[config.mk]
export PLATFORM = sky130hd
export DESIGN_NAME = count_monitor
export DESIGN_NICKNAME = d
export VERILOG_FILES = /design/src/rtl/count_monitor.sv
export SDC_FILE = /design/constraint.sdc
export NUM_CORES = 1
export LEC_CHECK = 0
export BUFFER_PORTS_ARGS = -buffer_cell sky130_fd_sc_hd__buf_2
export CORE_MARGIN = 2
export CORE_UTILIZATION = 46
export CTS_BUF_LIST = sky130_fd_sc_hd__clkbuf_16
export CTS_CLUSTER_DIAMETER = 40
export DETAILED_ROUTE_END_ITERATION = 8
export GPL_ROUTABILITY_DRIVEN = 0
export PLACE_DENSITY = 0.74
export SYNTH_ARGS = -nofsm -noshare
export SYNTH_HDL_FRONTEND = slang
export SYNTH_SLANG_ARGS = --single-unit
[constraint.sdc]
create_clock -name clk -period 1.5 [get_ports clk]
set_input_delay 0.15 -clock clk [delete_from_list [all_inputs] [get_ports clk]]
set_output_delay 0.15 -clock clk [all_outputs]
set_load 0.02 [all_outputs]
[src/rtl/count_monitor.sv]
// Receiving-side monitor for a free-running counter: checks that each enabled
// sample advances by exactly +1 (mod 2^WIDTH), locks on a clean run, flags breaks.
module count_monitor #(
  parameter int unsigned WIDTH    = 8,
  parameter int unsigned LOCK_CNT = 4,
  parameter int unsigned ERR_W    = 8
) (
  input  logic             clk,
  input  logic             reset,
  input  logic             enable,
  input  logic [WIDTH-1:0] cnt_in,
  input  logic             err_clr,
  output logic             locked,
  output logic             error,
  output logic [ERR_W-1:0] err_count,
  output logic [WIDTH-1:0] expected,
  output logic [1:0]       state
);

  localparam int unsigned RUN_W = $clog2(LOCK_CNT + 1);
  localparam logic [ERR_W-1:0] ERR_MAX = {ERR_W{1'b1}};

  typedef enum logic [1:0] {
    ST_IDLE   = 2'd0,
    ST_SYNC   = 2'd1,
    ST_LOCKED = 2'd2
  } state_e;

  state_e           state_q;
  logic [RUN_W-1:0] run_q;
  logic [WIDTH-1:0] expected_q;
  logic             locked_q;
  logic             error_q;
  logic [ERR_W-1:0] err_count_q;
  logic [ERR_W-1:0] err_count_d;
  logic             match_c;
  logic             err_evt_c;

  // expected_q always holds prev+1, so a match is a direct compare against it.
  always_comb begin
    match_c     = (cnt_in == expected_q);
    err_evt_c   = enable && (state_q == ST_LOCKED) && !match_c;
    err_count_d = err_count_q;
    if (err_evt_c) begin
      if (err_clr) begin
        err_count_d = ERR_W'(1);
      end else if (err_count_q != ERR_MAX) begin
        err_count_d = err_count_q + ERR_W'(1);
      end
    end else if (err_clr) begin
      err_count_d = '0;
    end
  end

  always_ff @(posedge clk) begin
    if (reset) begin
      state_q     <= ST_IDLE;
      run_q       <= '0;
      expected_q  <= WIDTH'(1);
      locked_q    <= 1'b0;
      error_q     <= 1'b0;
      err_count_q <= '0;
    end else begin
      error_q     <= err_evt_c;
      err_count_q <= err_count_d;
      if (enable) begin
        expected_q <= cnt_in + WIDTH'(1);
        case (state_q)
          ST_SYNC: begin
            if (match_c) begin
              run_q <= run_q + RUN_W'(1);
              if (run_q + RUN_W'(1) == RUN_W'(LOCK_CNT)) begin
                state_q  <= ST_LOCKED;
                locked_q <= 1'b1;
              end
            end else begin
              run_q <= '0;
            end
          end
          ST_LOCKED: begin
            if (!match_c) begin
              run_q    <= '0;
              state_q  <= ST_SYNC;
              locked_q <= 1'b0;
            end
          end
          // IDLE and the unused encoding both take the first sample and sync.
          default: begin
            run_q    <= '0;
            state_q  <= ST_SYNC;
            locked_q <= 1'b0;
          end
        endcase
      end
    end
  end

  assign locked    = locked_q;
  assign error     = error_q;
  assign err_count = err_count_q;
  assign expected  = expected_q;
  assign state     = state_q;

endmodule
==> summary by stage <==
Status
The run finished, with violations left. The final reports fail on setup timing.

CTS
The H-tree level count is 1. The maximum clock path buffer count is 2. Once the clock tree was built, the setup fixing pass inserted 0 buffers. The tree is rooted in a clkbuf_16. The number of buffers created by CTS is 3. The clock-pin slew on the worst setup and hold paths is 0.06 ns.

TritonCTS built the clock tree. The later pin in the worst-skew pair is clocked with a latency of 0.25 ns. Clock tree synthesis found a total of 22 sinks.

Route
The initial detailed-routing violation count is 24. The detail route stage leaves a number of antenna-violating nets equal to 0. The final route contains 1127 vias. The routed length per placed instance is 13.2 um.

After detailed routing, the number of vias per cell comes to 5.50. For this run, design rule violations remaining after detail routing come to 0. The first TritonRoute pass finished after 4 iterations. The total routed wirelength is 2710 um.

STA
Measured against its own limit, the worst slew margin works out to 79.1%. The minimum period implied by the final worst setup slack is 1.52 ns. Setup repair after global routing could not meet its margin everywhere. Setup violations remaining at the end of the flow were counted as 1. Summed over all failing endpoints, the final setup total negative slack is -0.0151 ns.

The pin slew with the least headroom to its limit is 0.311 ns. The final critical path takes up 101% of the cycle. The number of endpoints with negative hold slack in the final report is 0. On the final layout, the worst clock skew is 0.00248 ns. The max-slew violation total from the final report was 0.

In the post-route analysis, the smallest setup slack over all paths is -0.0151 ns. The peak clock frequency supported by timing is 660 MHz.

Die
The total area inside the core boundary comes to 0.00248 mm2. The die extent in y is 55.2 um. The I/O pin total is 32.

For this configuration, the core starts out at a cell density of 48.7%. The area of the die is 0.00305 mm2. The total number of placement rows is 18. The chip width is 55.2 um.

Final layout
The count of antenna diodes in the layout is 0. After the last flow step, the layout net total stands at 193. The area growth from synthesis to layout is 30.6%.

The final core utilization is 63.6%. The share of post-route cells with drive strength above 1 is 37.1%.

Setup path
The peak fanout along the critical path is 5. For the worst setup path, the data arrival time is 1.70 ns. STA classifies the critical path endpoint as a register. The start-to-end type of the worst setup path is register to register.

The worst register-to-register path has a setup slack of -0.02 ns. The worst register-to-register path has a depth of 6. The worst setup path is launched from a register.

The endpoint required time on the critical path is 1.69 ns.

Synthesis
The synthesized netlist net count is 157. Sorting the synthesized cells by area gives the leading types as dfxtp_1 (37%), xnor2_1 (8.7%), nand3_1 (4.6%). The sequential share of the synthesized area is 36.5%.

The share of Yosys cell area claimed by the top area cell type is 36.5%. The flip-flop and latch count after synthesis is 22. In this run the cell area of the synthesized design comes to 0.00121 mm2.

The largest area contributor in the netlist is dfxtp_1. The number of instances in the synthesized netlist is 141. The count of different cell masters after synthesis is 40. The count of yosys warnings during synthesis is 0. After synthesis, the mean cell area works out to 8.55 um2.

GRT
Entering global routing, the biggest net connects 19 pins. The initial antenna violation count is 0. The total global routing overflow is 0. Across every metal layer, demand over resource in global routing totals 18.3%. The via count of the first global-routing pass is 1079.

The wire length of the first global-routing pass is 4550 um.

Power and ir drop
The total power of the final layout is 1.33 mW. In this run the power density over the cells is 841 mW/mm2. The standby leakage power is 0.637 nW. The worst-case IR drop observed on VDD is 0.532 mV.

Min path
The cell count of the worst hold path is 2. The class of the tightest hold or removal check is input pin to register.

Placed design
The number of port buffers is 31. The HPWL after detailed placement is 2010 um.

Flow run
The tool flagged a number of max-cap violations equal to 0.
cells in the mapped netlist:
library cell,instances
nor2_1,12
o21ai_0,5
o32ai_1,1
a21oi_1,5
nand2b_1,4
nand3_2,1
or2_1,1
xnor2_1,12
a211oi_1,6
o21a_1,2
and3_1,7
or4_1,1
and2_1,1
xor2_1,3
nand2_1,7
nor2_2,1
a311oi_1,1
nor4_1,1
buf_2,1
buf_4,2
or2_2,1
or3_1,3
dfxtp_1,22
nor3b_1,1
nand3_1,11
or2b_1,1
nor2b_4,1
mux2i_1,2
nand4_1,3
inv_1,2
o31ai_1,1
clkbuf_1,4
nor3_1,1
and3b_1,1
nor2b_1,1
a31oi_1,5
ha_1,4
nand3b_1,1
o31a_1,1
nand4b_1,1
logic make-up after synthesis:
logic type | count (synthesis) | share of synthesized area [%]
AO/OA/AOI/OAI | 27 | 14.5
XOR/XNOR | 15 | 10.9
adder cells (fa/ha/maj) | 4 | 4.15
buffers and inverters | 9 | 3.53
flip-flops | 22 | 36.5
multiplexers | 2 | 1.66
AND/OR/NAND/NOR | 62 | 28.7
placed cells by master, fill, tap and decap left out, types with 4 or more instances in the layout:
cell	instances
o21ai_0	5
and3_1	6
nand3_1	10
a211oi_1	6
buf_4	7
a21oi_1	4
dfxtp_2	9
a31oi_1	5
dfxtp_1	11
buf_2	31
nand2b_1	4
xnor2_1	10
nor2_1	12
nand2_1	6
critical path, stage by stage, from the launching register on:
cell and delay [ns]:
dfxtp_4 0.36, ha_4 0.16, and3_4 0.19, nand3_4 0.11, nand3_4 0.09, or4_4 0.42, a21oi_2 0.12
state kept, by name (all words and copies together) (netlist names):
name	flops
error	1
expected	8
locked	1
err_count	8
state	1
run_q	3
routing by layer:
layer | global-route usage (%) | part of all wire [%] | vias up | wire length, um
met2 | 32.8 | 52 | 30 | 1400
met3 | 3.51 | 5.4 | 4 | 147
met4 | 6.97 | 0.77 | 0 | 21
li1 | - | - | 576 | -
met5 | 0 | 0 | - | 0
met1 | 21.3 | 42 | 517 | 1140
final timing paths:
| check | end | startpoint |
|---|---|---|
| max | err_count[7] | err_count[0] |
| min | expected[2] | enable |
| max reg2reg | err_count[7] | err_count[0] |
| min reg2reg | err_count[1] | err_count[1] |
what timing repair did:
action                                  4_1_cts  5_1_grt
resized for setup                             1        8
endpoints found under the setup margin        1        4
hold buffers                                  0        0
pin swaps                                     0        6
cell type report:
cell class | instances | area, um2
Fill cell | 225 | 902
Multi-Input combinational cell | 110 | 788
Sequential cell | 22 | 459
Timing Repair Buffer | 38 | 208
Clock buffer | 3 | 75.1
Tap cell | 30 | 37.5
Inverter | 2 | 7.51
power breakdown:
part,internal [mW],switching (mW)
logic,0.0697,0.0887
clock network,0.351,0.195
registers,0.602,0.0187
total,1.02,0.302
stage by stage:
stage | hold slack [ns] | instance area (um2) | setup slack (ns) | instances
3_5_place_dp | 0.477 | 1470 | -0.0128 | 202
5_1_grt | 0.232 | 1580 | -0.0774 | 205
4_1_cts | 0.212 | 1550 | -0.0154 | 205
2_1_floorplan | 0.331 | 1260 | -0.00454 | 141
3_3_place_gp | 0.472 | 1470 | 0.0269 | 202
6_report | 0.212 | 1580 | -0.0151 | 205
(Power assumes the default switching activity.)
